## src/rtl/inst_word_assembler.sv

```systemverilog
// Assembles NUM_BYTES sequential bus bytes into one instruction word.
// A gap in ena mid-word discards the partial word and pulses abort.

module inst_word_slot #(
  parameter int BYTE_W = 8
) (
  input  logic              clk1,
  input  logic              rst,
  input  logic              wr,
  input  logic              clr,
  input  logic [BYTE_W-1:0] d,
  output logic [BYTE_W-1:0] q
);
  always_ff @(posedge clk1) begin
    if (rst || clr) q <= '0;
    else if (wr)    q <= d;
  end
endmodule

module inst_word_assembler #(
  parameter int BYTE_W    = 8,
  parameter int NUM_BYTES = 2,
  parameter int MSB_FIRST = 1
) (
  input  logic                          clk1,
  input  logic                          rst,
  input  logic                          ena,
  input  logic [BYTE_W-1:0]             data,
  output logic [BYTE_W*NUM_BYTES-1:0]   opc_iraddr,
  output logic                          valid,
  output logic                          busy,
  output logic                          abort
);
  localparam int IW = (NUM_BYTES > 1) ? $clog2(NUM_BYTES) : 1;

  logic [IW-1:0]                         idx;
  logic                                  last;
  logic                                  drop;
  logic [NUM_BYTES-1:0]                  sel;
  logic [NUM_BYTES-1:0][BYTE_W-1:0]      asm_q;
  logic [NUM_BYTES-1:0][BYTE_W-1:0]      word;

  assign last = (idx == IW'(NUM_BYTES-1));
  assign drop = !ena && (idx != '0);
  assign busy = (idx != '0);

  // Position p of the packed word holds the byte accepted at index K.
  for (genvar p = 0; p < NUM_BYTES; p++) begin : g_slot
    localparam int K = (MSB_FIRST != 0) ? (NUM_BYTES-1-p) : p;
    assign sel[p]  = (idx == IW'(K));
    assign word[p] = sel[p] ? data : asm_q[p];
    inst_word_slot #(.BYTE_W(BYTE_W)) u_slot (
      .clk1 (clk1),
      .rst  (rst),
      .wr   (ena & sel[p]),
      .clr  (drop),
      .d    (data),
      .q    (asm_q[p])
    );
  end

  always_ff @(posedge clk1) begin
    if (rst) begin
      idx        <= '0;
      opc_iraddr <= '0;
      valid      <= 1'b0;
      abort      <= 1'b0;
    end else begin
      valid <= ena && last;
      abort <= drop;
      if (ena) begin
        idx <= last ? '0 : idx + 1'b1;
        if (last) opc_iraddr <= word;
      end else begin
        idx <= '0;
      end
    end
  end
endmodule

```

## config.mk

```make
export PLATFORM = sky130hd
export DESIGN_NAME = inst_word_assembler
export DESIGN_NICKNAME = d
export VERILOG_FILES = /design/src/rtl/inst_word_assembler.sv
export SDC_FILE = /design/constraint.sdc
export NUM_CORES = 1
export LEC_CHECK = 0
export CAP_MARGIN = 20
export CORE_ASPECT_RATIO = 1.1
export CORE_MARGIN = 2
export CORE_UTILIZATION = 40
export DETAILED_ROUTE_END_ITERATION = 10
export PLACE_DENSITY_LB_ADDON = 0.05
export SYNTH_ARGS = -nofsm -noshare
export SYNTH_HDL_FRONTEND = slang
export SYNTH_SLANG_ARGS = --single-unit
```

## constraint.sdc

```tcl
create_clock -name clk1 -period 1 [get_ports clk1]
set_input_delay 0.2 -clock clk1 [delete_from_list [all_inputs] [get_ports clk1]]
set_output_delay 0.2 -clock clk1 [all_outputs]
set_load 0.02 [all_outputs]
```

==> flow_metrics.py, run 1 <==
metrics = {
    "synthesis": {
        "synth_top_area_share_pct": 43.9,
        "ys.flop_type": "dfxtp_1",
        "syn_nets": 126,
        "synthDistinctLibCells": 18,
        "async_flop_share_pct": 0,
        "synthesis.area_um2": 1230,
        "yosysTopAreaCell": "dfxtp_1",
        "ys_ff_latch": 27,
        "synth_area_leaders": "dfxtp_1, a21bo_2, buf_6",
        "synth_area_per_cell_um2": 10.7,
        "ys.warnings.count": 0,
        "synth-edff-count": 0,
        "syn_inst": 115,
        "seq_area_frac_synth_pct": 43.9,
    },
    "sta": {
        "skew_ns": 0.00487,
        "fmax_ghz": 0.896,
        "tightest_slew_ns": 0.255,
        "period_needed_ns": 1.12,
        "rsz0062_at_grt": "yes",
        "finalSetupViolCount": 24,
        "period_share_pct": 112,
        "slew_violations": 0,
        "timing.final.ws_setup_ns": -0.115,
        "whs_ns": 0.452,
        "hold_viol": 0,
        "relSlewSlack_pct": 83.0,
    },
    "grt": {
        "first_global_vias": 990,
        "grt_pass1_wl_um": 4490,
        "grt_max_degree": 15,
        "antenna_found_initial": 0,
        "grt_usage_pct": 15.6,
        "grt_remaining_overflow": 0,
    },
    "clock_tree": {
        "clk_pin_slew_ns": 0.14,
        "root_buffer": "clkbuf_4",
        "clk_latency_ns": 0.32,
        "clk_path_buf_depth": 2,
        "cts.sinks": 27,
        "ctsHoldBuffers": 0,
        "h-tree-depth": 1,
        "numCtsBuffers": 3,
        "cts_tree": "done",
    },
    "detailed_routing": {
        "wl_per_cell_um": 12.9,
        "wl_um": 2550,
        "drcViolationCount": 0,
        "viasPerCell": 5.08,
        "drt-pass1-iter-count": 4,
        "antenna_left": 0,
        "route.vias.total": 1006,
        "drt_iter0_drc": 17,
    },
    "placed_design": {
        "place_area_um2": 1610,
        "pre_cts_ws_ns": -0.487,
        "port_buffers": 29,
        "hpwl_um": 1630,
        "routabilityCongestion": 0.711,
    },
    "setup_path": {
        "start_kind": "register",
        "max_stage_delay_ns": 0.46,
        "critPathMaxFanout": 6,
        "required_ns": 1.26,
        "cpMaxStageDelayCell": "or4bb_1",
        "arrival_ns": 1.38,
        "end_kind": "register",
        "reg2reg_setup_slack_ns": -0.12,
        "crit_type": "reg -> reg",
        "startpoint": "busy",
        "r2r_start": "busy",
        "cp_cell_sequence": "buf_6, or4bb_1, o21ai_1",
    },
    "hold_path": {
        "hold_class": "in -> reg",
        "hold_start": "data[6]",
    },
    "floorplanning": {
        "row_count": 21,
        "die_w_um": 56.9,
        "io_pins": 30,
        "floorplan.initialDensity_pct": 41.1,
        "die_y_um": 62.2,
        "die_area_um2": 3540,
        "core-area_um2": 3000,
    },
    "finish": {
        "areaGrowthSynthToFinish_pct": 46.0,
        "fill_cells": 261,
        "layout-drive-gt1-share_pct": 61.6,
        "stdcell_area_um2": 1800,
        "fin_util_pct": 60.1,
        "n_antenna_cell": 0,
        "final_net_count": 176,
    },
    "pwr": {
        "p_per_area_nw_per_um2": 1100,
        "ir_worst_vdd_v": 0.000595,
        "leakagePower_nw": 0.701,
    },
    "outcome": {
        "status": "finished, violations left",
        "violations": "negative setup slack",
    },
    "flow_run": {
        "drv_cap": 0,
    },
}
per-layer routing:
layer	vias up	track usage, %	wire length, um
met3	4	2.50	79
met2	20	25.3	1280
met1	472	20.2	1160
met5	-	0	0
li1	510	-	-
met4	0	6.69	31
through the flow:
step / power, W / TNS (ns) / instances
2_1_floorplan: 0.00134 / -0.0139 / 115
3_3_place_gp: 0.00147 / -11.53 / 187
3_5_place_dp: 0.00147 / -12.15 / 187
4_1_cts: 0.00201 / -1.57 / 198
5_1_grt: 0.00209 / -3.06 / 198
6_report: 0.00198 / -1.39 / 198
critical path, delay by kind of cell, from the launching register on:
family,cells,cell delay [ns]
AO/OA/AOI/OAI,1,0.08
AND/OR/NAND/NOR,1,0.46
flip-flops,1,0.39
buffers and inverters,1,0.13
flip-flops by register name, indices dropped and copies added (netlist names):
register         count
busy                 1
valid                1
opc_iraddr          16
g_slot.u_slot.q      8
abort                1
synthesized netlist by cell type, types with 2 or more instances:
cell type  count
a21bo_1        4
a21bo_2       12
a21oi_1        9
a21oi_2        7
buf_4          2
buf_6          8
dfxtp_1       27
nand2b_1       8
nand3_1       16
o21ai_0        8
or4bb_1        7
path summary, 6_finish.rpt:
kind / endpoint / cells after the start
worst max-delay path: g_slot[1].u_slot.q[5] / 3
worst min-delay path: opc_iraddr[6] / 3
worst max register to register: g_slot[1].u_slot.q[5] / 3
worst min register to register: g_slot[1].u_slot.q[3] / 2
what timing repair did:
| item | in CTS | in global routing |
|---|---|---|
| buffers inserted | 4 | 1 |
| endpoints found under the setup margin | 43 | 43 |
| cloned | 3 | 0 |
| gates resized for setup | 154 | 5 |
| pin swaps | 15 | 8 |
layout by cell type (no fill, tap or decap):
cell	Yosys	final
nand2b_1	8	8
clkbuf_1	0	1
dfxtp_4	0	1
buf_8	0	1
dlygate4sd2_1	0	1
nand4bb_1	1	1
a21bo_1	4	4
dfxtp_1	27	8
clkbuf_4	0	3
o21ai_1	0	8
nor2_1	1	1
nand2_1	1	1
nor3b_2	1	1
buf_4	2	19
nand3_1	16	11
or4bb_1	7	7
a21oi_2	7	14
xor2_4	1	1
buf_2	1	3
nand3_2	0	5
a21bo_2	12	12
dfxtp_2	0	18
a21oi_1	9	2
buf_6	8	23
clkdlybuf4s50_1	0	9
nor3b_1	1	1
cell families (layout without fill, tap and decap cells):
logic type,count (synthesis),after routing,share of synthesized area (%)
compound gates,40,40,24.9
xor+xnor,1,1,2.23
buf+inv,11,60,8.93
flops,27,27,43.9
simple gates,36,36,20.1
where the power goes:
group / switching, W / internal, W
sequential: 0.0000245 / 0.00112
clock: 0.000315 / 0.000156
combinational: 0.000169 / 0.000196
area by class of cell:
type / instances / area (um^2) / share of cell area [%]
multi-input cells: 77 / 633 / 35.2
repair buffers: 56 / 531 / 29.5
flip-flops and latches: 27 / 567 / 31.5
well taps: 34 / 42.5 / 2.36
clock buffers: 4 / 26.3 / 1.46
Note: power is estimated with default switching activity, not from simulation.
==> run 2: changes to the inputs <==
MAX_ROUTING_LAYER = met4   (was not set)
==> flow_metrics.py, run 2 (synthesis results as in run 1) <==
metrics = {
    "sta": {
        "rsz0062_at_grt": "yes",
        "whs_ns": 0.451,
        "period_share_pct": 112,
        "slew_violations": 0,
        "skew_ns": 0.00509,
        "timing.final.ws_setup_ns": -0.115,
        "period_needed_ns": 1.12,
        "finalSetupViolCount": 24,
        "tightest_slew_ns": 0.255,
        "fmax_ghz": 0.896,
        "relSlewSlack_pct": 83.0,
        "hold_viol": 0,
    },
    "setup_path": {
        "r2r_start": "busy",
        "reg2reg_setup_slack_ns": -0.12,
        "critPathMaxFanout": 6,
        "cpMaxStageDelayCell": "or4bb_1",
        "end_kind": "register",
        "required_ns": 1.26,
        "startpoint": "busy",
        "crit_buf_inv": 1,
        "arrival_ns": 1.38,
        "cp_cell_sequence": "buf_6, or4bb_1, o21ai_1",
        "worst-r2r-cell-count": 3,
        "r2r-end": "g_slot[1].u_slot.q[5]",
        "start_kind": "register",
        "crit_type": "reg -> reg",
        "max_stage_delay_ns": 0.46,
        "crit_family": "simple AND/OR/NAND/NOR gates",
    },
    "grt": {
        "first_global_vias": 987,
        "antenna_found_initial": 0,
        "grt_usage_pct": 16.1,
        "grt_max_degree": 15,
        "grt_remaining_overflow": 0,
        "grt_pass1_wl_um": 4490,
    },
    "detailed_routing": {
        "route.vias.total": 1006,
        "wl_per_cell_um": 12.9,
        "drcViolationCount": 0,
        "drt-pass1-iter-count": 4,
        "wl_um": 2550,
        "drt_iter0_drc": 35,
        "viasPerCell": 5.08,
        "antenna_left": 0,
    },
    "pwr": {
        "seq_power_share_pct": 57.7,
        "p_sw_share_pct": 25.8,
        "ir_worst_vdd_v": 0.000595,
        "p_per_area_nw_per_um2": 1100,
        "power_frac_comb_pct": 18.5,
        "power_switching_w": 0.000509,
        "internal_power_w": 0.00147,
        "clkPwrFrac_pct": 23.8,
        "leakagePower_nw": 0.701,
    },
    "finish": {
        "layout-drive-gt1-share_pct": 61.6,
        "areaGrowthSynthToFinish_pct": 46.0,
        "regMostFlops": "opc_iraddr",
        "fill_cells": 261,
        "final_net_count": 176,
        "mostFrequentLayoutCells": "buf_6, buf_4, dfxtp_2",
        "n_antenna_cell": 0,
        "fin_util_pct": 60.1,
        "final_common_cell": "buf_6",
        "largestRegisters": "opc_iraddr x16, g_slot.u_slot.q x8",
        "stdcell_area_um2": 1800,
        "layoutNonFillerInstCount": 198,
        "largest_register_ffs": 16,
    },
    "clock_tree": {
        "ctsHoldBuffers": 0,
        "clk_latency_ns": 0.32,
        "clk_pin_slew_ns": 0.14,
        "cts.sinks": 27,
        "root_buffer": "clkbuf_4",
        "h-tree-depth": 1,
        "cts_tree": "done",
        "clk_path_buf_depth": 2,
        "numCtsBuffers": 3,
    },
    "hold_path": {
        "min_path_cells": 3,
        "worstHoldEndpoint": "opc_iraddr[6]",
        "hold_class": "in -> reg",
        "hold_start": "data[6]",
    },
    "outcome": {
        "status": "finished, violations left",
        "violations": "negative setup slack",
    },
    "floorplanning": {
        "die_area_um2": 3540,
        "die_w_um": 56.9,
        "row_count": 21,
        "io_pins": 30,
        "die_y_um": 62.2,
        "floorplan.initialDensity_pct": 41.1,
        "core-area_um2": 3000,
    },
    "flow_run": {
        "drv_cap": 0,
    },
    "placed_design": {
        "place_area_um2": 1610,
        "hpwl_um": 1630,
        "pre_cts_ws_ns": -0.487,
        "dp.cells": 187,
        "routabilityCongestion": 0.719,
        "port_buffers": 29,
    },
}
run 2: metal layers:
metal | GRT usage (%) | vias up | part of all wire, %
met5 | - | - | 0
met4 | 6.69 | 0 | 1.3
met3 | 3.13 | 4 | 3.1
met2 | 25.3 | 20 | 50
met1 | 20.2 | 472 | 45
li1 | - | 510 | -
run 2: power groups by stage:
stage | combinational, W | clock, W | sequential, W
4_1_cts | 0.000375 | 0.000496 | 0.00114
3_5_place_dp | 0.000320 | 0 | 0.00115
5_1_grt | 0.000396 | 0.000555 | 0.00114
2_1_floorplan | 0.000169 | 0 | 0.00118
3_3_place_gp | 0.000319 | 0 | 0.00115
6_report | 0.000365 | 0.000471 | 0.00114
run 2: area by class of cell:
type | count | area (um^2) | area share (%)
Sequential cell | 27 | 567 | 31.5
Clock buffer | 4 | 26.3 | 1.46
Timing Repair Buffer | 56 | 531 | 29.5
Tap cell | 34 | 42.5 | 2.36
Multi-Input combinational cell | 77 | 633 | 35.2
run 2: per-stage QoR:
step | total power, W | setup TNS [ns]
floorplan | 0.00134 | -0.0139
global placement | 0.00147 | -11.53
detailed placement | 0.00147 | -12.15
CTS | 0.00201 | -1.57
global route | 0.00210 | -3.16
finish | 0.00198 | -1.39
run 2: worst max-delay path by stage:
stage / endpoint / cells past startpoint
after floorplan: opc_iraddr[0] / 4
after global placement: g_slot[1].u_slot.q[4] / 4
after detailed placement: g_slot[1].u_slot.q[7] / 5
after CTS: g_slot[1].u_slot.q[4] / 3
after global routing: g_slot[1].u_slot.q[5] / 3
final: g_slot[1].u_slot.q[5] / 3
run 2: timing repair:
| action | in CTS | in global routing |
|---|---|---|
| cloned | 3 | 0 |
| buffers inserted | 4 | 1 |
| pin swaps | 15 | 8 |
| setup endpoints to repair | 43 | 43 |
| hold endpoints to repair | 0 | 0 |
| gates resized for setup | 154 | 5 |
run 2: worst register-to-register path, stage by stage, from the launching register on:
cell	delay [ns]
dfxtp_4	0.39
buf_6	0.14
or4bb_1	0.46
o21ai_1	0.08
==> run 3: changes to the inputs <==
CAP_MARGIN = not set   (was 20)
CORE_UTILIZATION = 48   (was 40)
==> flow_metrics.py, run 3 (synthesis results as in run 1) <==
metrics = {
    "outcome": {
        "status": "finished, violations left",
        "violations": "negative setup slack",
    },
    "finish": {
        "regMostFlops": "opc_iraddr",
        "largest_register_ffs": 16,
        "mostFrequentLayoutCells": "buf_6, dfxtp_2, nand3_1, buf_4, a21oi_2",
        "layoutNonFillerInstCount": 193,
        "final_common_cell": "buf_6",
        "layout-drive-gt1-share_pct": 58.0,
        "final_net_count": 174,
        "n_antenna_cell": 0,
        "largestRegisters": "opc_iraddr x16, g_slot.u_slot.q x8",
        "areaGrowthSynthToFinish_pct": 46.8,
        "fill_cells": 201,
    },
    "floorplanning": {
        "die_area_um2": 2990,
        "die_w_um": 52.3,
        "io_pins": 30,
        "floorplan.initialDensity_pct": 49.8,
        "core-area_um2": 2470,
        "die_y_um": 57.1,
        "row_count": 19,
    },
    "setup_path": {
        "arrival_ns": 1.39,
        "reg2reg_setup_slack_ns": -0.14,
        "end_kind": "register",
        "critPathMaxFanout": 7,
        "required_ns": 1.25,
        "start_kind": "register",
        "crit_type": "reg -> reg",
    },
    "clock_tree": {
        "cts_tree": "done",
        "root_buffer": "clkbuf_4",
        "clk_latency_ns": 0.31,
        "cts.sinks": 27,
        "clk_pin_slew_ns": 0.14,
        "ctsHoldBuffers": 0,
        "numCtsBuffers": 3,
        "clk_path_buf_depth": 2,
        "h-tree-depth": 1,
    },
    "placed_design": {
        "routabilityCongestion": 0.776,
        "port_buffers": 29,
        "dp.cells": 182,
        "hpwl_um": 1670,
    },
    "pwr": {
        "p_per_area_nw_per_um2": 1090,
        "finalPower_w": 0.00197,
        "ir_worst_vdd_v": 0.000825,
        "leakagePower_nw": 0.709,
    },
    "sta": {
        "setup-tns-final_ns": -1.33,
        "timing.final.ws_setup_ns": -0.139,
        "slew_violations": 0,
        "hold_viol": 0,
        "relSlewSlack_pct": 81.9,
        "period_needed_ns": 1.14,
        "period_share_pct": 114,
        "tightest_slew_ns": 0.272,
        "finalSetupViolCount": 16,
        "rsz0062_at_grt": "yes",
        "fmax_ghz": 0.878,
        "skew_ns": 0.00170,
    },
    "hold_path": {
        "hold_class": "in -> reg",
    },
    "grt": {
        "grt_remaining_overflow": 0,
        "grt_usage_pct": 18.7,
        "grt_pass1_wl_um": 4150,
        "antenna_found_initial": 0,
        "grt_max_degree": 18,
        "first_global_vias": 922,
    },
    "detailed_routing": {
        "antenna_left": 0,
        "wl_um": 2560,
        "drcViolationCount": 0,
        "route.vias.total": 1012,
        "drt_iter0_drc": 8,
        "viasPerCell": 5.24,
        "wl_per_cell_um": 13.2,
        "drt-pass1-iter-count": 4,
    },
    "flow_run": {
        "drv_cap": 0,
    },
}
[run 3: cell count changes in the layout (fill, tap and decap cells not counted), sizes merged]
cell | before | now
buf | 46 | 44
clkbuf | 4 | 3
clkinv | 0 | 1
[run 3: worst max-delay path, cell delays in order, from the launching register on]
cell	delay, ns
dfxtp_4	0.39
buf_12	0.13
or4bb_1	0.48
o21ai_0	0.08
[run 3: timing repair]
| action | CTS | global route |
|---|---|---|
| cloned | 1 | 0 |
| pin swaps | 9 | 9 |
| endpoints found under the setup margin | 43 | 43 |
| resized for setup | 138 | 18 |
| buffers inserted | 3 | 3 |
[run 3: final cells by class]
type                    count  area, um^2  area share, %
clock inverters             1        5.00          0.277
flip-flops and latches     27         567           31.3
clock buffers               3        22.5           1.24
multi-input cells          77         629           34.8
repair buffers             54         547           30.2
well taps                  31        38.8           2.14
[run 3: metrics by stage]
step                hold WS [ns]  area [um^2]  worst slack, ns  utilization (%)
floorplan                  0.345         1240         -0.00198                -
global placement           0.457         1620           -0.490             65.3
detailed placement         0.464         1620           -0.514             65.3
CTS                        0.464         1720           -0.135             69.6
global route               0.478         1810           -0.169             73.2
finish                     0.474         1810           -0.139             73.2
[run 3: path summary, 6_finish.rpt]
path | start | end | depth (start not counted)
setup / recovery | busy | g_slot[1].u_slot.q[2] | 3
hold / removal | data[6] | opc_iraddr[6] | 3
setup reg to reg | busy | g_slot[1].u_slot.q[2] | 3
hold reg to reg | g_slot[1].u_slot.q[3] | g_slot[1].u_slot.q[3] | 2
[run 3: power by group]
part | total, W | leakage [nW] | switching [W] | internal, W
Clock | 0.000452 | 0.0177 | 0.000303 | 0.000149
Sequential | 0.00114 | 0.229 | 0.0000241 | 0.00112
Combinational | 0.000376 | 0.462 | 0.000170 | 0.000206
[run 3: metal layers]
metal	vias to the layer above	global-route usage, %	wire, um
met5	-	-	0
met4	0	6.23	19
met3	2	2.62	99
met2	20	32.3	1370
met1	481	22.0	1070
li1	509	-	-
